## config.mk

```make
export PLATFORM = sky130hd
export DESIGN_NAME = lsu
export DESIGN_NICKNAME = d
export VERILOG_FILES = /design/src/rtl/lsu_pkg.sv /design/src/rtl/lsu_check.sv /design/src/rtl/lsu.sv
export SDC_FILE = /design/constraint.sdc
export NUM_CORES = 1
export LEC_CHECK = 0
export BUFFER_PORTS_ARGS = -buffer_cell sky130_fd_sc_hd__clkbuf_2
export CAP_MARGIN = 20
export CORE_MARGIN = 2
export CORE_UTILIZATION = 45
export DETAILED_ROUTE_END_ITERATION = 12
export PLACE_DENSITY = 0.8
export SETUP_SLACK_MARGIN = 0.3
export SYNTH_ARGS = -nofsm -noshare
export SYNTH_HDL_FRONTEND = slang
export SYNTH_SLANG_ARGS = --single-unit
```

## constraint.sdc

```tcl
create_clock -name clk -period 1.92 [get_ports clk]
set_clock_uncertainty 0.1 [all_clocks]
set_input_delay 0.288 -clock clk [delete_from_list [all_inputs] [get_ports clk]]
set_output_delay 0.288 -clock clk [all_outputs]
set_load 0.01 [all_outputs]
```

## src/rtl/lsu_pkg.sv

```systemverilog
// lsu_pkg: shared types and constants for the load/store unit.
//   - lsu_state_t : transaction FSM states
//   - lsu_req_t   : registered copy of an accepted request
//   - F3_*        : RV32I load/store funct3 encodings
//   - EXC_*       : exception cause codes returned on exc_cause_o
//   - fault_cause / misalign_cause : pick the load or store flavour of a cause
package lsu_pkg;

  localparam logic [31:0] LSU_MEM_BASE  = 32'h0000_0000;
  localparam int          LSU_MEM_WORDS = 2048;

  typedef enum logic [1:0] {
    ST_IDLE,
    ST_ISSUE,
    ST_CAPTURE,
    ST_RESP
  } lsu_state_t;

  typedef struct packed {
    logic        we;
    logic [2:0]  funct3;
    logic [31:0] addr;
    logic [31:0] wdata;
    logic [4:0]  rd;
  } lsu_req_t;

  // Load encodings
  localparam logic [2:0] F3_LB  = 3'b000;
  localparam logic [2:0] F3_LH  = 3'b001;
  localparam logic [2:0] F3_LW  = 3'b010;
  localparam logic [2:0] F3_LBU = 3'b100;
  localparam logic [2:0] F3_LHU = 3'b101;
  // Store encodings
  localparam logic [2:0] F3_SB  = 3'b000;
  localparam logic [2:0] F3_SH  = 3'b001;
  localparam logic [2:0] F3_SW  = 3'b010;

  localparam logic [3:0] EXC_NONE        = 4'd0;
  localparam logic [3:0] EXC_LD_MISALIGN = 4'd4;
  localparam logic [3:0] EXC_LD_FAULT    = 4'd5;
  localparam logic [3:0] EXC_ST_MISALIGN = 4'd6;
  localparam logic [3:0] EXC_ST_FAULT    = 4'd7;

  function automatic logic [3:0] fault_cause(input logic we);
    return we ? EXC_ST_FAULT : EXC_LD_FAULT;
  endfunction

  function automatic logic [3:0] misalign_cause(input logic we);
    return we ? EXC_ST_MISALIGN : EXC_LD_MISALIGN;
  endfunction

endpackage

```

## src/rtl/lsu_check.sv

```systemverilog
// lsu_check: combinational legality checker for one load/store request.
//   we     : 1 = store, 0 = load
//   funct3 : RV32I funct3 of the access
//   addr   : effective byte address
//   ok     : 1 when the access may proceed to memory
//   cause  : exception cause when ok = 0, otherwise 0
// Priority: illegal width, then misalignment, then out-of-range.
module lsu_check
  import lsu_pkg::*;
#(
  parameter logic [31:0] MEM_BASE  = LSU_MEM_BASE,
  parameter int          MEM_WORDS = LSU_MEM_WORDS
) (
  input  logic        we,
  input  logic [2:0]  funct3,
  input  logic [31:0] addr,
  output logic        ok,
  output logic [3:0]  cause
);

  logic        illegal;
  logic        misalign;
  logic        in_range;
  logic [32:0] addr_ext;
  logic [32:0] lo_ext;
  logic [32:0] hi_ext;

  // One extra bit keeps the upper bound from wrapping near 32'hFFFF_FFFC.
  assign addr_ext = {1'b0, addr};
  assign lo_ext   = {1'b0, MEM_BASE};
  assign hi_ext   = lo_ext + (33'(MEM_WORDS) << 2);

  always_comb begin
    // NOTE: every combinationally assigned signal gets a default first so no path leaves it unassigned (no latch).
    ok       = 1'b1;
    cause    = EXC_NONE;
    illegal  = we ? (funct3 >= 3'd3)
                  : (funct3 == 3'd3 || funct3 == 3'd6 || funct3 == 3'd7);
    // funct3[1:0] is the size code for both loads and stores (00 byte, 01 half, 10 word).
    misalign = ((funct3[1:0] == 2'b01) && addr[0]) ||
               ((funct3[1:0] == 2'b10) && (addr[1:0] != 2'b00));
    in_range = (addr_ext >= lo_ext) && (addr_ext < hi_ext);

    if (illegal) begin
      ok    = 1'b0;
      cause = fault_cause(we);
    end else if (misalign) begin
      ok    = 1'b0;
      cause = misalign_cause(we);
    end else if (!in_range) begin
      ok    = 1'b0;
      cause = fault_cause(we);
    end
  end

endmodule

```

## src/rtl/lsu.sv

```systemverilog
// lsu: load/store unit, initiator side of the data-RAM port.
//   Request (MEM stage)  : req_valid_i/req_ready_o, req_we_i, req_funct3_i,
//                          req_addr_i, req_wdata_i, req_rd_i
//   Response (writeback) : resp_valid_o/resp_ready_i, resp_is_load_o,
//                          resp_data_o, resp_rd_o, exc_o, exc_cause_o, exc_tval_o
//   Control              : flush_i discards the pending response
//   RAM port             : mem_addr_o, mem_data_o, mem_size_o, mem_we_o,
//                          mem_re_o, mem_data_i (valid the cycle after mem_re_o)
// One transaction in flight: IDLE -> ISSUE -> (CAPTURE) -> RESP, or
// IDLE -> RESP directly when the request fails the legality check.
module lsu
  import lsu_pkg::*;
#(
  parameter logic [31:0] MEM_BASE  = LSU_MEM_BASE,
  parameter int          MEM_WORDS = LSU_MEM_WORDS
) (
  input  logic        clk,
  input  logic        rst_n,
  input  logic        req_valid_i,
  output logic        req_ready_o,
  input  logic        req_we_i,
  input  logic [2:0]  req_funct3_i,
  input  logic [31:0] req_addr_i,
  input  logic [31:0] req_wdata_i,
  input  logic [4:0]  req_rd_i,
  input  logic        flush_i,
  output logic        resp_valid_o,
  input  logic        resp_ready_i,
  output logic        resp_is_load_o,
  output logic [31:0] resp_data_o,
  output logic [4:0]  resp_rd_o,
  output logic        exc_o,
  output logic [3:0]  exc_cause_o,
  output logic [31:0] exc_tval_o,
  output logic [31:0] mem_addr_o,
  output logic [31:0] mem_data_o,
  output logic        mem_we_o,
  output logic        mem_re_o,
  output logic [2:0]  mem_size_o,
  input  logic [31:0] mem_data_i
);

  lsu_state_t  state_q, state_d;
  lsu_req_t    req_q;
  logic        exc_q;
  logic [3:0]  cause_q;
  logic [31:0] tval_q;
  logic        is_load_q;
  logic [31:0] rdata_q;
  // Set when a flush hits ISSUE/CAPTURE: the access completes but no response is sent.
  logic        drop_q;

  logic        chk_ok;
  logic [3:0]  chk_cause;
  logic        accept;

  lsu_check #(
    .MEM_BASE  (MEM_BASE),
    .MEM_WORDS (MEM_WORDS)
  ) u_check (
    .we     (req_we_i),
    .funct3 (req_funct3_i),
    .addr   (req_addr_i),
    .ok     (chk_ok),
    .cause  (chk_cause)
  );

  assign accept = (state_q == ST_IDLE) && req_valid_i;

  // State register
  always_ff @(posedge clk or negedge rst_n) begin
    if (!rst_n) begin
      state_q <= ST_IDLE;
    end else begin
      // NOTE: sequential state uses non-blocking assignments so every flop samples pre-edge values.
      state_q <= state_d;
    end
  end

  // Next state and FSM-decoded outputs. Only registered state feeds the
  // outputs (plus flush_i on resp_valid_o), so req_valid_i and resp_ready_i
  // never reach an output combinationally.
  always_comb begin
    state_d      = state_q;
    req_ready_o  = 1'b0;
    resp_valid_o = 1'b0;
    mem_re_o     = 1'b0;
    mem_we_o     = 1'b0;

    unique case (state_q)
      ST_IDLE: begin
        req_ready_o = 1'b1;
        if (req_valid_i) begin
          state_d = chk_ok ? ST_ISSUE : ST_RESP;
        end
      end
      ST_ISSUE: begin
        mem_re_o = !req_q.we;
        mem_we_o = req_q.we;
        state_d  = req_q.we ? ST_RESP : ST_CAPTURE;
      end
      ST_CAPTURE: begin
        state_d = ST_RESP;
      end
      ST_RESP: begin
        resp_valid_o = !drop_q && !flush_i;
        if (drop_q || flush_i || resp_ready_i) begin
          state_d = ST_IDLE;
        end
      end
      default: begin
        state_d = ST_IDLE;
      end
    endcase
  end

  // Request, response and exception registers
  always_ff @(posedge clk or negedge rst_n) begin
    if (!rst_n) begin
      req_q     <= '0;
      exc_q     <= 1'b0;
      cause_q   <= EXC_NONE;
      tval_q    <= '0;
      is_load_q <= 1'b0;
      rdata_q   <= '0;
      drop_q    <= 1'b0;
    end else begin
      if (accept) begin
        req_q.we     <= req_we_i;
        req_q.funct3 <= req_funct3_i;
        req_q.addr   <= req_addr_i;
        req_q.wdata  <= req_wdata_i;
        req_q.rd     <= req_rd_i;
        exc_q        <= !chk_ok;
        cause_q      <= chk_ok ? EXC_NONE : chk_cause;
        tval_q       <= chk_ok ? 32'h0 : req_addr_i;
        is_load_q    <= chk_ok && !req_we_i;
        rdata_q      <= '0;
        drop_q       <= 1'b0;
      end

      if ((state_q == ST_ISSUE || state_q == ST_CAPTURE) && flush_i) begin
        drop_q <= 1'b1;
      end

      if (state_q == ST_CAPTURE) begin
        rdata_q <= mem_data_i;
      end
    end
  end

  // RAM address/data/size come straight from the request registers and
  // therefore stay put for the whole transaction.
  assign mem_addr_o     = req_q.addr;
  assign mem_data_o     = req_q.wdata;
  assign mem_size_o     = req_q.funct3;

  assign resp_is_load_o = is_load_q;
  assign resp_data_o    = rdata_q;
  assign resp_rd_o      = req_q.rd;
  assign exc_o          = exc_q;
  assign exc_cause_o    = cause_q;
  assign exc_tval_o     = tval_q;

endmodule

```

=== Yosys cells after proc, flatten, opt, wreduce, memory -nomap -nowiden ===
Cells that the tools add are included.

* Magnitude comparators: 3
* Eq/ne operators: 10
* Reductions and logical operators: 23
* Mux-type cells: 24

{| class="wikitable"
|+ Operators by type and width
! operator !! number
|-
| $mux 32 || 3
|-
| $ge 32x1->1 const B || 1
|-
| $lt 32x14->1 const B || 1
|-
| $mux 4 || 4
|-
| $mux 1 || 11
|-
| $mux 2 || 5
|-
| $pmux 2 s4 || 1
|-
| $logic_and 1x1->1 || 7
|-
| $eq 2x2->1 const B || 3
|-
| $eq 3x3->1 const B || 2
|-
| $logic_or 1x1->1 || 6
|-
| $reduce_bool 2->1 || 3
|-
| $logic_not 1->1 || 5
|-
| $eq 2x1->1 const B || 2
|-
| $ne 2x2->1 const B || 2
|-
| $eq 3x2->1 const B || 1
|-
| $ge 3x2->1 const B || 1
|-
| $logic_not 2->1 || 1
|-
| $reduce_and 2->1 || 1
|}

* Register bits after elaboration: 146
* Word-level logic and storage cells: 72

=== Longest topological paths before layout ===
Gate-level depths: netlist of the first run.

* Depth after elaboration: 8
* Gate-level depth with buffers: 8

=== By module ===
A second synthesis of the first run with hierarchy kept.

* Cell total of the unflattened synthesis: 572
* Area total of the unflattened synthesis: 6508.7 um^2

{| class="wikitable"
|+ Modules (own cells, without submodules)
! module !! cells an instance !! times used !! area each (um^2)
|-
| lsu || 551 || 1 || 6368.6
|-
| lsu_check || 21 || 1 || 140.1
|}

=== Least setup slack after synthesis of the first run ===
OpenSTA, ideal clock, no wires.

* Path type: register to register
* From: register state_q[0]
* To: register tval_q[10] (netlist: exc_tval_o[10])
* Path slack: 197 ps
* Cell stages (with the launch flop): 8
* Required time: 1746 ps
* Data arrival time: 1548 ps
* Cell sequence: dfrtp_1 inv_1 ha_1 and2_1 buf_2 clkbuf_1 nand2_1 o21ai_2

* Longest elaborated chain between the ends: 2

{| class="wikitable"
|+ Ends and longest elaborated chain
! what !! line !! source
|-
| start: declaration || lsu.sv:43 || <nowiki>lsu_state_t state_q, state_d;</nowiki>
|-
| start signal: assignment || lsu.sv:76 || <nowiki>state_q <= state_d;</nowiki>
|-
| $logic_not 2->1 || lsu.sv:68 || <nowiki>assign accept = (state_q == ST_IDLE) && req_valid_i;</nowiki>
|-
| $logic_and 1x1->1 || lsu.sv:68 ||
|-
| end signal: assignment || lsu.sv:136 || <nowiki>tval_q <= chk_ok ? 32'h0 : req_addr_i;</nowiki>
|-
| end: declaration || lsu.sv:47 || <nowiki>logic [31:0] tval_q;</nowiki>
|}

No other way between the ends.
A chain may end at the register's enable or synchronous reset.

=== Worst setup path after layout of the first run ===
* From: register state_q[0]
* To: output port resp_valid_o

* Longest elaborated chain between the ends: 2

{| class="wikitable"
|+ Ends and longest elaborated chain
! what !! line !! source
|-
| $eq 2x2->1 || lsu.sv:90 || <nowiki>unique case (state_q)</nowiki>
|-
| $mux 1 || lsu.sv:90 ||
|-
| end: declaration || lsu.sv:27 || <nowiki>output logic resp_valid_o,</nowiki>
|}

No other way between the ends.

==> results.yml, run 1 <==
sta:
  finalHoldViolCount: 0
  timing.hold.ws_ns: 0.00672
  fin_setup_tns_ns: 0
  rsz0062_at_grt: "true"
  min_period_over_period: 0.912
  period_needed_ns: 1.75
  fmax_mhz: 571
  final_max_slew_viol_count: 0
  setup_violations: 0
power_and_ir_drop:
  power-per-cell-area_nw_per_um2: 1520
  p_leak_nw: 5.46
  irDropWorstVdd_mv: 0.948
route:
  drcViolationCount: 0
  ant_nets: 0
  drtIter0Drc: 383
  wl_per_cell_um: 17.4
  vias: 5633
  wirelength_mm: 19.9
  dr.pass1.iters: 4
  viasPerCell: 4.94
layout:
  fillers: 930
  final_common_cell: "clkbuf_2"
  area_growth_pct: 56.4
  fin_cells: 1141
  mostFrequentLayoutCells: "250 x clkbuf_2, 199 x nand2_1, 145 x dfrtp_1"
  final_nets: 1066
  drive_gt1_frac: 0.518
  n_antenna_cell: 0
floorplan:
  io_pins: 256
  dieWidth_um: 121
  die_h_um: 121
  core_area_um2: 13300
  design.die.area_um2: 14700
  row_count: 42
  start_util: 0.463
placed_design:
  dp_cells: 1015
  gp_congestion: 0.773
  io_buffers: 254
  dp_hpwl_mm: 10.5
worst_setup_path:
  worst_ep_arrival_time_ns: 1.36
  r2r_cells: 8
  path_cells: "ha_1 > nor3b_4 > buf_6"
  cp-end-kind: "primary output"
  cpPeakStageDelay_ns: 0.40
  path_max_fanout: 3
  path_delay_family: "flip-flops"
  path_class: "flip-flop to primary output"
  worst-path-buf-inv: 1
  crit_required_ns: 1.53
  setup.worst_path.start_class: "flip-flop"
  crit_slowest_cell: "dfrtp_1"
  reg2reg_slack_ns: 0.20
  path_depth: 3
global_route:
  grt-ovfl-total: 0
  antenna_found_initial: 0
  grt_max_degree: 77
  grt_pass1_wl_mm: 27.4
  first_global_vias: 5534
  grt_use_total: 0.241
job:
  drv_cap: 0
clock_tree:
  cts.sinks: 145
  htreeDepth: 4
  clk_pin_slew_worst_paths_ns: 0.06
  clk_path_buf_depth: 2
  insertion_delay_ns: 0.41
  numCtsBuffers: 17
  cts_tree: "done"
  cts_root_buffer: "clkbuf_16"
synth:
  synth_nets: 792
  ys_types: 31
  ys_ff_latch: 145
  netlist_area_um2: 6180
  synthCells: 678
  synthesis.area_per_instance_um2: 9.12
  yosysWarnings: 0
  synth-seq-area-share: 0.587
min_path:
  hold_depth: 3
  hold_path_class: "input port to flip-flop"
outcome:
  outcome: "complete, no violations"
-- area by class of cell --
class	instances	area, um2	share of cell area
inverter	3	11.3	0.00116
multi-input combinational	424	2590	0.268
clock buffer	18	439	0.0454
tap	176	220	0.0228
sequential	145	3630	0.375
clock inverter	14	116	0.0120
timing repair buffer	361	2660	0.275
-- through the flow --
step	power [W]	utilization	setup WS (ns)	area (um2)
3_3_place_gp	0.00976	0.538	0.232	7180
5_1_grt	0.0157	0.724	0.108	9670
6_report	0.0147	0.724	0.169	9670
3_5_place_dp	0.00995	0.538	0.190	7180
4_1_cts	0.0135	0.643	0.161	8590
2_1_floorplan	0.00860	-	0.325	6200
-- Yosys cell counts --
master / instances / area share
buf_2: 10 / 0.0081
buf_6: 1 / 0.0018
nor3_1: 2 / 0.0016
o221ai_1: 1 / 0.0014
buf_1: 4 / 0.0024
nor2b_1: 2 / 0.0020
a21oi_1: 2 / 0.0016
buf_12: 1 / 0.0032
inv_1: 3 / 0.0018
dfrtp_1: 145 / 0.59
o21ai_2: 8 / 0.011
nor4_2: 4 / 0.0081
a22oi_1: 1 / 0.0012
clkbuf_1: 17 / 0.010
and2_1: 2 / 0.0020
nand2_1: 337 / 0.20
nand2b_1: 1 / 0.0010
o21ai_0: 43 / 0.035
buf_4: 73 / 0.089
and4b_2: 1 / 0.0018
a21oi_2: 2 / 0.0028
ha_1: 4 / 0.0081
o22ai_1: 1 / 0.0010
and2b_2: 1 / 0.0014
nand4_1: 1 / 0.0010
a22o_1: 2 / 0.0028
conb_1: 1 / 0.00061
and3b_1: 1 / 0.0014
a22o_2: 1 / 0.0016
nor2_1: 5 / 0.0030
nor3b_1: 1 / 0.0012
-- what timing repair did --
item	4_1_cts	5_1_grt
endpoints found under the setup margin	42	145
buffers inserted	9	6
endpoints found under the hold margin	103	1
resized for setup	9	249
hold buffers	65	1
cloned	3	10
pin swaps	2	107
-- worst reg2reg max path: stages, from the launching register on --
cell	delay [ns]
dfrtp_1	0.40
inv_2	0.09
buf_12	0.10
ha_4	0.21
and2_4	0.27
buf_12	0.13
buf_16	0.15
nand2_4	0.07
o21ai_2	0.12
-- cell families after synthesis --
logic type	share of synthesized area
DFF	0.587
buffers and inverters	0.116
other	0.000607
adders and majority gates	0.00810
AOI/OAI and AO/OA	0.0587
and+or+nand+nor	0.229
-- report_power, final --
| part | leakage [nW] | switching [W] | total, W | internal (W) |
|---|---|---|---|---|
| Combinational | 3.38 | 0.00363 | 0.00637 | 0.00274 |
| Sequential | 1.81 | 0.000826 | 0.00526 | 0.00443 |
| Clock | 0.268 | 0.00129 | 0.00310 | 0.00181 |
| Total | 5.46 | 0.00575 | 0.0147 | 0.00898 |
-- per-layer routing --
metal  GRT usage  share of wire  vias to the layer above
li1            -              -                     2605
met1       0.283           0.38                     2716
met2       0.408           0.50                      260
met3      0.0733          0.082                       52
met4       0.103          0.036                        0
met5           0              0                        -
-- final timing paths --
path | to | from
setup / recovery | resp_valid_o | state_q[0]
hold / removal | mem_addr_o[11] | req_addr_i[11]
setup reg to reg | exc_tval_o[12] | state_q[1]
hold reg to reg | exc_cause_o[1] | exc_cause_o[1]
max in group asynchronous | resp_data_o[8] | rst_n
min in group asynchronous | mem_data_o[15] | rst_n
-- registers in the layout, summed over array words and instances, names as in the netlist --
name,count
exc_tval_o,32
mem_addr_o,32
mem_data_o,32
resp_data_o,32
resp_rd_o,5
exc_cause_o,3
mem_size_o,3
state_q,2
drop_q,1
exc_o,1
req_q,1
resp_is_load_o,1
Power figures use the tool's default switching activity.
==> inputs of run 2 (changes only) <==
RECOVER_POWER = 25   (was not set)
==> run 2 against run 1 <==
Compared with the run above: clock-buffer cell count stayed put; non-clock buffer count did not move; sequential power is essentially flat; critical path depth is the same; flip-flop and latch count unchanged; utilization barely moved; first-iteration DRC count did not move; register-to-register slack about the same; critical path type unchanged; largest cell class unchanged.
==> results.yml, run 2 (synthesized netlist as in run 1, its figures left out) <==
placed_design:
  io_buffers: 254
  gp_congestion: 0.773
  dp_hpwl_mm: 10.5
worst_setup_path:
  path_cells: "ha_1 > nor3b_4 > buf_6"
  worst_ep_arrival_time_ns: 1.36
  path_class: "flip-flop to primary output"
  crit_slowest_cell: "dfrtp_1"
  crit_required_ns: 1.53
  path_max_fanout: 3
  setup.worst_path.start_class: "flip-flop"
  cpPeakStageDelay_ns: 0.40
  cp-end-kind: "primary output"
sta:
  maxSlewHeadroom: 0.234
  timing.hold.ws_ns: 0.00672
  min_period_over_period: 0.912
  rsz0062_at_grt: "true"
  finalHoldViolCount: 0
  max_slew.worst_pin.slew_ns: 1.15
  fmax_mhz: 571
  final_max_slew_viol_count: 0
  period_needed_ns: 1.75
  fin_setup_tns_ns: 0
  setup_violations: 0
floorplan:
  row_count: 42
  dieWidth_um: 121
  design.die.area_um2: 14700
  io_pins: 256
  die_h_um: 121
  start_util: 0.463
  core_area_um2: 13300
route:
  ant_nets: 0
  vias: 5633
  drcViolationCount: 0
  dr.pass1.iters: 4
  wl_per_cell_um: 17.4
  drtIter0Drc: 383
  viasPerCell: 4.94
  wirelength_mm: 19.9
clock_tree:
  insertion_delay_ns: 0.41
  cts_tree: "done"
  htreeDepth: 4
  cts.sinks: 145
  cts_root_buffer: "clkbuf_16"
  clk_path_buf_depth: 2
  numCtsBuffers: 17
  clk_pin_slew_worst_paths_ns: 0.06
power_and_ir_drop:
  p_leak_nw: 5.46
  irDropWorstVdd_mv: 0.948
  power-per-cell-area_nw_per_um2: 1520
layout:
  final_nets: 1066
  n_antenna_cell: 0
  mostFrequentLayoutCells: "251 x clkbuf_2, 199 x nand2_1, 145 x dfrtp_1"
  area_growth_pct: 56.3
  fillers: 932
  post-route-util: 0.724
  final_common_cell: "clkbuf_2"
  drive_gt1_frac: 0.518
min_path:
  hold_path_class: "input port to flip-flop"
global_route:
  first_global_vias: 5534
  grt-ovfl-total: 0
  busiest_layer: "met2"
  met1_usage: 0.283
  use_met2: 0.408
  grt_pass1_wl_mm: 27.4
  use_met3: 0.0733
  grt_max_degree: 77
  grt_use_total: 0.241
  antenna_found_initial: 0
outcome:
  outcome: "complete, no violations"
job:
  drv_cap: 0
run 2: cell types whose count changed in the layout (fill, tap and decap cells not counted), sizes merged:
cell,delta
clkbuf,+1
buf,-1
run 2: routing by layer:
metal | up-vias | wire, um
met5 | - | 0
met4 | 0 | 708
met3 | 52 | 1620
met2 | 260 | 9990
met1 | 2716 | 7550
li1 | 2605 | -
run 2: area by class of cell:
class | count | area (um2) | area share
Tap cell | 176 | 220 | 0.0228
Multi-Input combinational cell | 424 | 2590 | 0.268
Clock buffer | 18 | 439 | 0.0455
Sequential cell | 145 | 3630 | 0.376
Inverter | 3 | 11.3 | 0.00117
Clock inverter | 14 | 116 | 0.0120
Timing Repair Buffer | 361 | 2650 | 0.275
run 2: worst paths after layout:
path                            slack, ns              to      startpoint  cells past startpoint
max in group asynchronous            0.36   exc_tval_o[6]           rst_n                      3
min in group asynchronous            0.54  mem_data_o[15]           rst_n                      2
worst max-delay path                 0.17    resp_valid_o      state_q[0]                      3
worst max register to register       0.20  exc_tval_o[12]      state_q[1]                      8
worst min-delay path                0.007  mem_addr_o[11]  req_addr_i[11]                      3
worst min register to register       0.37  exc_cause_o[1]  exc_cause_o[1]                      2
run 2: through the flow:
stage / total power [W] / std cells / cell area, um2 / setup WS (ns)
after detailed placement: 0.00995 / 1015 / 7180 / 0.190
after floorplan: 0.00860 / 678 / 6200 / 0.325
after CTS: 0.0135 / 1124 / 8590 / 0.161
final: 0.0147 / 1141 / 9660 / 0.169
after global placement: 0.00976 / 1015 / 7180 / 0.232
after global routing: 0.0157 / 1141 / 9660 / 0.108
run 2: critical path: cells and delay by family (launching register included):
family	cells	cell delay, ns
buffers and inverters	1	0.15
adders and majority gates	1	0.18
DFF	1	0.40
and+or+nand+nor	1	0.23
run 2: report_power, final:
group          switching [W]  internal [W]
logic                0.00363       0.00274
registers           0.000826       0.00443
clock network        0.00129       0.00181
run 2: repair_timing:
action                                  CTS  global route
pin swaps                                 2           107
hold buffers                             65             1
gates cloned                              3            10
endpoints found under the setup margin   42           145
hold endpoints to repair                103             1
setup buffers                             9             6
resized for setup                         9           249
